<file path="config.mk">
export PLATFORM = sky130hd
export DESIGN_NAME = jtriders_hdrcfg
export DESIGN_NICKNAME = d
export VERILOG_FILES = /design/src/rtl/jtriders_pkg.sv /design/src/rtl/jtriders_dbgmux.sv /design/src/rtl/jtriders_hdrcfg.sv
export SDC_FILE = /design/constraint.sdc
export NUM_CORES = 1
export LEC_CHECK = 0
export ABC_AREA = 1
export BUFFER_PORTS_ARGS = -buffer_cell sky130_fd_sc_hd__buf_4
export CAP_MARGIN = 30
export CORE_UTILIZATION = 64
export DETAILED_ROUTE_END_ITERATION = 10
export GPL_TIMING_DRIVEN = 0
export PLACE_DENSITY = 0.85
export REMOVE_ABC_BUFFERS = 1
export SLEW_MARGIN = 20
export SYNTH_ARGS = -nofsm -noshare
export SYNTH_HDL_FRONTEND = slang
export SYNTH_SLANG_ARGS = --single-unit
export TNS_END_PERCENT = 1
</file>
<file path="constraint.sdc">
create_clock -name clk -period 3.33 [get_ports clk]
set_input_delay 0.4995 -clock clk [delete_from_list [all_inputs] [get_ports clk]]
set_output_delay 0.4995 -clock clk [all_outputs]
set_load 0.005 [all_outputs]
</file>
<file path="src/rtl/jtriders_pkg.sv">
// jtriders_pkg: shared header-config FSM states and game-id constants (SSRIDERS, TMNT2, XMEN)
package jtriders_pkg;
  typedef enum logic [2:0] {IDLE, LOAD, CHECK, VALID, ERR} state_t;
  localparam int SSRIDERS = 0;
  localparam int TMNT2 = 1;
  localparam int XMEN = 2;
endpackage

</file>
<file path="src/rtl/jtriders_dbgmux.sv">
// jtriders_dbgmux: registered status-byte selector; in clk, rst, st_in (NST packed bytes), debug_bus (channel in [7:6]); out debug_view
module jtriders_dbgmux #(
  parameter int NST = 4
) (
  input  logic           clk,
  input  logic           rst,
  input  logic [8*NST-1:0] st_in,
  input  logic [7:0]     debug_bus,
  output logic [7:0]     debug_view
);
  logic [31:0] st_ext;
  logic unused_dbg;
  assign st_ext = 32'(st_in);
  assign unused_dbg = ^debug_bus[5:0];
  always_ff @(posedge clk) debug_view <= rst ? 8'h00 : st_ext[{debug_bus[7:6], 3'b000} +: 8];
endmodule

</file>
<file path="src/rtl/jtriders_hdrcfg.sv">
// jtriders_hdrcfg: ROM-header capture and validation; in prog_addr/prog_data/prog_we/header/ioctl_rom/st_in/debug_bus; out game_id, game_sel, cfg_valid, cfg_err, debug_view
module jtriders_hdrcfg
  import jtriders_pkg::*;
#(
  parameter int HDR_BYTES = 16,
  parameter int NGAMES = 3,
  parameter int IDW = 3,
  parameter logic [NGAMES-1:0] ALLOW = '1,
  parameter int NST = 4
) (
  input  logic                         clk,
  input  logic                         rst,
  input  logic [$clog2(HDR_BYTES)-1:0] prog_addr,
  input  logic [7:0]                   prog_data,
  input  logic                         prog_we,
  input  logic                         header,
  input  logic                         ioctl_rom,
  input  logic [8*NST-1:0]             st_in,
  input  logic [7:0]                   debug_bus,
  output logic [IDW-1:0]               game_id,
  output logic [NGAMES-1:0]            game_sel,
  output logic                         cfg_valid,
  output logic                         cfg_err,
  output logic [7:0]                   debug_view
);
  state_t state, nxt;
  logic [7:0] hdr [HDR_BYTES];
  logic [7:0] csum;
  logic rom_q, pend, rise, fall, wr, ok;
  logic [IDW-1:0] id, nxt_id;
  logic [NGAMES-1:0] allow_sh, nxt_sel;
  logic nxt_valid, nxt_err;
  assign rise = ioctl_rom & ~rom_q;
  assign fall = ~ioctl_rom & rom_q;
  assign wr = prog_we & header & (state == LOAD);
  assign id = hdr[HDR_BYTES-1][IDW-1:0];
  assign allow_sh = ALLOW >> id;
  assign ok = (csum == 8'h00) & (32'(id) < NGAMES) & allow_sh[0];
  always_ff @(posedge clk) begin
    rom_q <= ioctl_rom;
    if (rst) begin
      state <= IDLE;
      pend <= 1'b0;
      csum <= 8'h00;
      game_id <= '0;
      game_sel <= '0;
      cfg_valid <= 1'b0;
      cfg_err <= 1'b0;
      for (int i = 0; i < HDR_BYTES; i++) hdr[i] <= 8'h00;
    end else begin
      state <= nxt;
      pend <= (state == CHECK) & rise;
      game_id <= nxt_id;
      game_sel <= nxt_sel;
      cfg_valid <= nxt_valid;
      cfg_err <= nxt_err;
      if (wr) begin
        hdr[prog_addr] <= prog_data;
        csum <= csum ^ hdr[prog_addr] ^ prog_data;
      end
    end
  end
  always_comb begin
    nxt = state;
    case (state)
      IDLE:    nxt = rise ? LOAD : IDLE;
      LOAD:    nxt = fall ? CHECK : LOAD;
      CHECK:   nxt = ok ? VALID : ERR;
      default: nxt = (rise | pend) ? LOAD : state;
    endcase
  end
  always_comb begin
    nxt_id = game_id;
    nxt_sel = game_sel;
    nxt_valid = cfg_valid;
    nxt_err = cfg_err;
    if (nxt == LOAD && state != LOAD) begin
      nxt_valid = 1'b0;
      nxt_err = 1'b0;
    end else if (state == CHECK) begin
      nxt_id = ok ? id : '0;
      nxt_sel = ok ? (NGAMES'(1) << id) : '0;
      nxt_valid = ok;
      nxt_err = ~ok;
    end
  end
  jtriders_dbgmux #(.NST(NST)) u_dbg (
    .clk(clk),
    .rst(rst),
    .st_in(st_in),
    .debug_bus(debug_bus),
    .debug_view(debug_view)
  );
endmodule

</file>
==> metrics.json <==
{
  "outcome": {
    "run_status": "finished, final reports clean"
  },
  "synthesis": {
    "synth_mux_area_frac": 0,
    "synth_xor_area_frac": 0,
    "synth_area_per_cell_um2": 8.094,
    "synth.ff_latch_count": 157,
    "synth-compound-area-share": 0.02991,
    "synth_top_family_by_area": "simple AND/OR/NAND/NOR gates",
    "synth-seq-area-share": 0.5909,
    "yosys.cell_types.count": 24,
    "syn_warnings": 0,
    "simple_gate_area_share_of_the_yosys_netlist": 0.3310,
    "synthesis.instances": 925,
    "synth_fa_ha_area_frac": 0,
    "syn-cell-area_um2": 7487
  },
  "clocking": {
    "clkSlewWorstSetupHoldPaths_ns": 0.06,
    "cts_tree": "done",
    "postCtsSetupBuffers": 0,
    "cts.repair.resized": 0,
    "clockBufferDepth": 2,
    "worstSkewPairLatency_ns": 0.43,
    "number_of_buffers_added_by_the_clock_tree_synthesis_step": 17,
    "cts.htree.levels": 4,
    "count_of_hold_buffers_inserted_by_post_cts_repair": 0,
    "clock_tree.root_cell": "clkbuf_16",
    "cts_num_sinks": 157
  },
  "critical_path": {
    "worstPathCellList": "buf_4 -> inv_2 -> buf_12 -> nor3_2 -> nand2_1 -> nand2_1",
    "timing.setup.critical_path_class": "in2reg",
    "critical_path_peak_fanout": 67,
    "cp-end-kind": "flip-flop",
    "critical-path-top-delay-family": "buffers and inverters",
    "kind_of_start_point_of_the_critical_path": "input port",
    "cp.buffers_inverters": 3,
    "max_stage_delay_ns": 0.59,
    "timing.critical_path.arrival_ns": 3.14,
    "worst-endpoint-required_ns": 3.42,
    "most_used_cell_cp": "nand2_1",
    "slowest_stage": "buf_4"
  },
  "power": {
    "post-layout-total-power_mw": 4.651,
    "p_leak_nw": 3.991,
    "pwr_density_cell_nw_per_um2": 538.2,
    "max-vdd-ir-drop_uv": 403.7
  },
  "cells_and_area": {
    "multi_input_combinational_cell_area_um2": 2703,
    "area.growth.synth_to_final_pct": 15.41,
    "layout.cells.most_common": "nand2_1",
    "nNetsFinal": 1026,
    "layout.cells.most_common_list": "416 x nand2_1, 192 x nor2_1, 128 x edfxtp_1",
    "antenna-diode-count": 0,
    "fillers": 787,
    "finish.cell_count_without_fillers": 1125,
    "seqCellArea_um2": 4424,
    "share_of_final_layout_standard_cells_stronger_than_drive_strength_1": 0.1079
  },
  "route": {
    "post_drt_wl_per_cell_um": 16.49,
    "number_of_remaining_drc_errors": 0,
    "routed-via-count": 6377,
    "route.antenna.remaining_nets": 0,
    "via_per_inst": 5.668,
    "first_pass_drt_iterations": 5,
    "routed_wl_um": 18550,
    "drt_iter0_drc": 677
  },
  "grt": {
    "grt_pass1_vias": 5867,
    "global_route_wire_length_before_repair_um": 28120,
    "maximum_number_of_pins_on_one_net_before_global_route_repair": 68,
    "grt_use_total": 0.3182,
    "grt_remaining_overflow": 0,
    "initial_antenna_violation_count": 0
  },
  "floorplanning": {
    "die_width_um": 110.2,
    "initial_utilization": 0.6557,
    "fp.dieArea_um2": 12140,
    "placementRows": 39,
    "placeableCoreArea_um2": 11420,
    "fp.dieH_um": 110.2,
    "top_level_ports": 73
  },
  "timing": {
    "hold_violations_final": 0,
    "timing.final.crit_period_ns": 3.048,
    "finalSetupViolCount": 0,
    "setup_repair_after_global_routing_missed_its_margin": "false",
    "pins_over_their_slew_limit": 0,
    "headroom_to_the_max_slew_limit": 0.4672,
    "fmaxAchievable_mhz": 328.0,
    "fin_worst_skew_ns": 0.006747,
    "ratio_of_final_minimum_period_to_clock_period": 0.9154,
    "worst_slew_pin_slew_ns": 0.7963
  },
  "place": {
    "post_detailed_placement_half_perimeter_wirelength_um": 11150,
    "dp.cells": 1093,
    "gp_congestion": 0.8176,
    "numPortBuffers": 66
  },
  "worst_hold_path": {
    "hold_path_class": "in2reg"
  },
  "run": {
    "cap_viol_max_count": 0
  }
}
## through the flow
| stage | TNS [ns] | utilization | area (um^2) | hold WS, ns | worst slack, ns |
|---|---|---|---|---|---|
| finish | 0 | 0.7567 | 8641 | 0.1988 | 0.2816 |
| global route | 0 | 0.7567 | 8641 | 0.2031 | 0.1961 |
| CTS | 0 | 0.7567 | 8641 | 0.1949 | 0.3808 |
| detailed placement | -1.453 | 0.7020 | 8015 | 0.4470 | -0.07119 |
| global placement | -19.09 | 0.6977 | 7966 | 0.4406 | -0.2855 |
| floorplan | 0 | - | 7292 | 0.4411 | 1.125 |
## state kept, by name (all words and copies together) (netlist names)
name / cells
cfg_err: 1
cfg_valid: 1
csum: 8
game_id: 3
game_sel: 3
hdr: 128
pend: 1
rom_q: 1
state: 3
u_dbg.debug_view: 8
## area by class of cell
type / instances / area share
repair buffers: 68 / 0.06284
inverters: 44 / 0.01926
well taps: 143 / 0.02071
clock buffers: 21 / 0.05329
multi-input cells: 681 / 0.3128
flip-flops and latches: 157 / 0.5120
clock inverters: 11 / 0.01911
## where the power goes
part	switching (mW)	leakage (nW)	total [mW]	internal, mW
Combinational	0.270	2.13	0.393	0.123
Sequential	0.0207	1.56	2.20	2.18
Clock	0.766	0.297	2.06	1.29
## worst paths after layout
| check | from | endpoint | slack, ns | cells past startpoint |
|---|---|---|---|---|
| setup reg to reg | state[1]$_SDFF_PP0_ | hdr[9][0]$_SDFFCE_PN0P_ | 0.60 | 7 |
| hold reg to reg | game_id[2]$_SDFFE_PP0P_ | game_id[2]$_SDFFE_PP0P_ | 0.46 | 2 |
| hold / removal | ioctl_rom | rom_q$_DFF_P_ | 0.20 | 1 |
| setup / recovery | prog_addr[0] | hdr[9][0]$_SDFFCE_PN0P_ | 0.28 | 6 |
## cell families after synthesis
| kind of cell | count (synthesis) |
|---|---|
| AOI/OAI and AO/OA | 44 |
| buffers and inverters | 87 |
| DFF | 157 |
| and+or+nand+nor | 637 |
## per-layer routing
| layer | global-route usage | vias up | share of wire |
|---|---|---|---|
| li1 | - | 3016 | - |
| met1 | 0.3962 | 2913 | 0.37 |
| met2 | 0.5210 | 387 | 0.49 |
| met3 | 0.06878 | 61 | 0.096 |
| met4 | 0.1729 | 0 | 0.042 |
| met5 | 0 | - | 0 |
## synth_stat cells
cell type,number,area share
nand2_1,416,0.21
nor2_1,192,0.096
edfxtp_1,128,0.51
inv_1,33,0.017
dfxtp_1,29,0.078
clkbuf_1,21,0.011
o21ai_0,18,0.012
a21oi_1,16,0.011
buf_2,12,0.0080
nand3_1,11,0.0074
clkinv_1,9,0.0045
nand4_1,9,0.0075
o21ai_1,8,0.0053
buf_1,6,0.0030
buf_4,3,0.0030
nor3_1,3,0.0020
inv_2,2,0.0010
nor3_2,2,0.0027
nor3_4,2,0.0043
a21boi_0,1,0.0010
a31oi_1,1,0.00084
buf_6,1,0.0015
nand2_2,1,0.00084
nor2_4,1,0.0015
## worst register-to-register path: cells and delay by family, from the launching register on
kind / cells / cell delay [ns]
buffers and inverters: 1 / 0.07
DFF: 1 / 0.33
and+or+nand+nor: 6 / 1.99
Power figures use the tool's default switching activity.
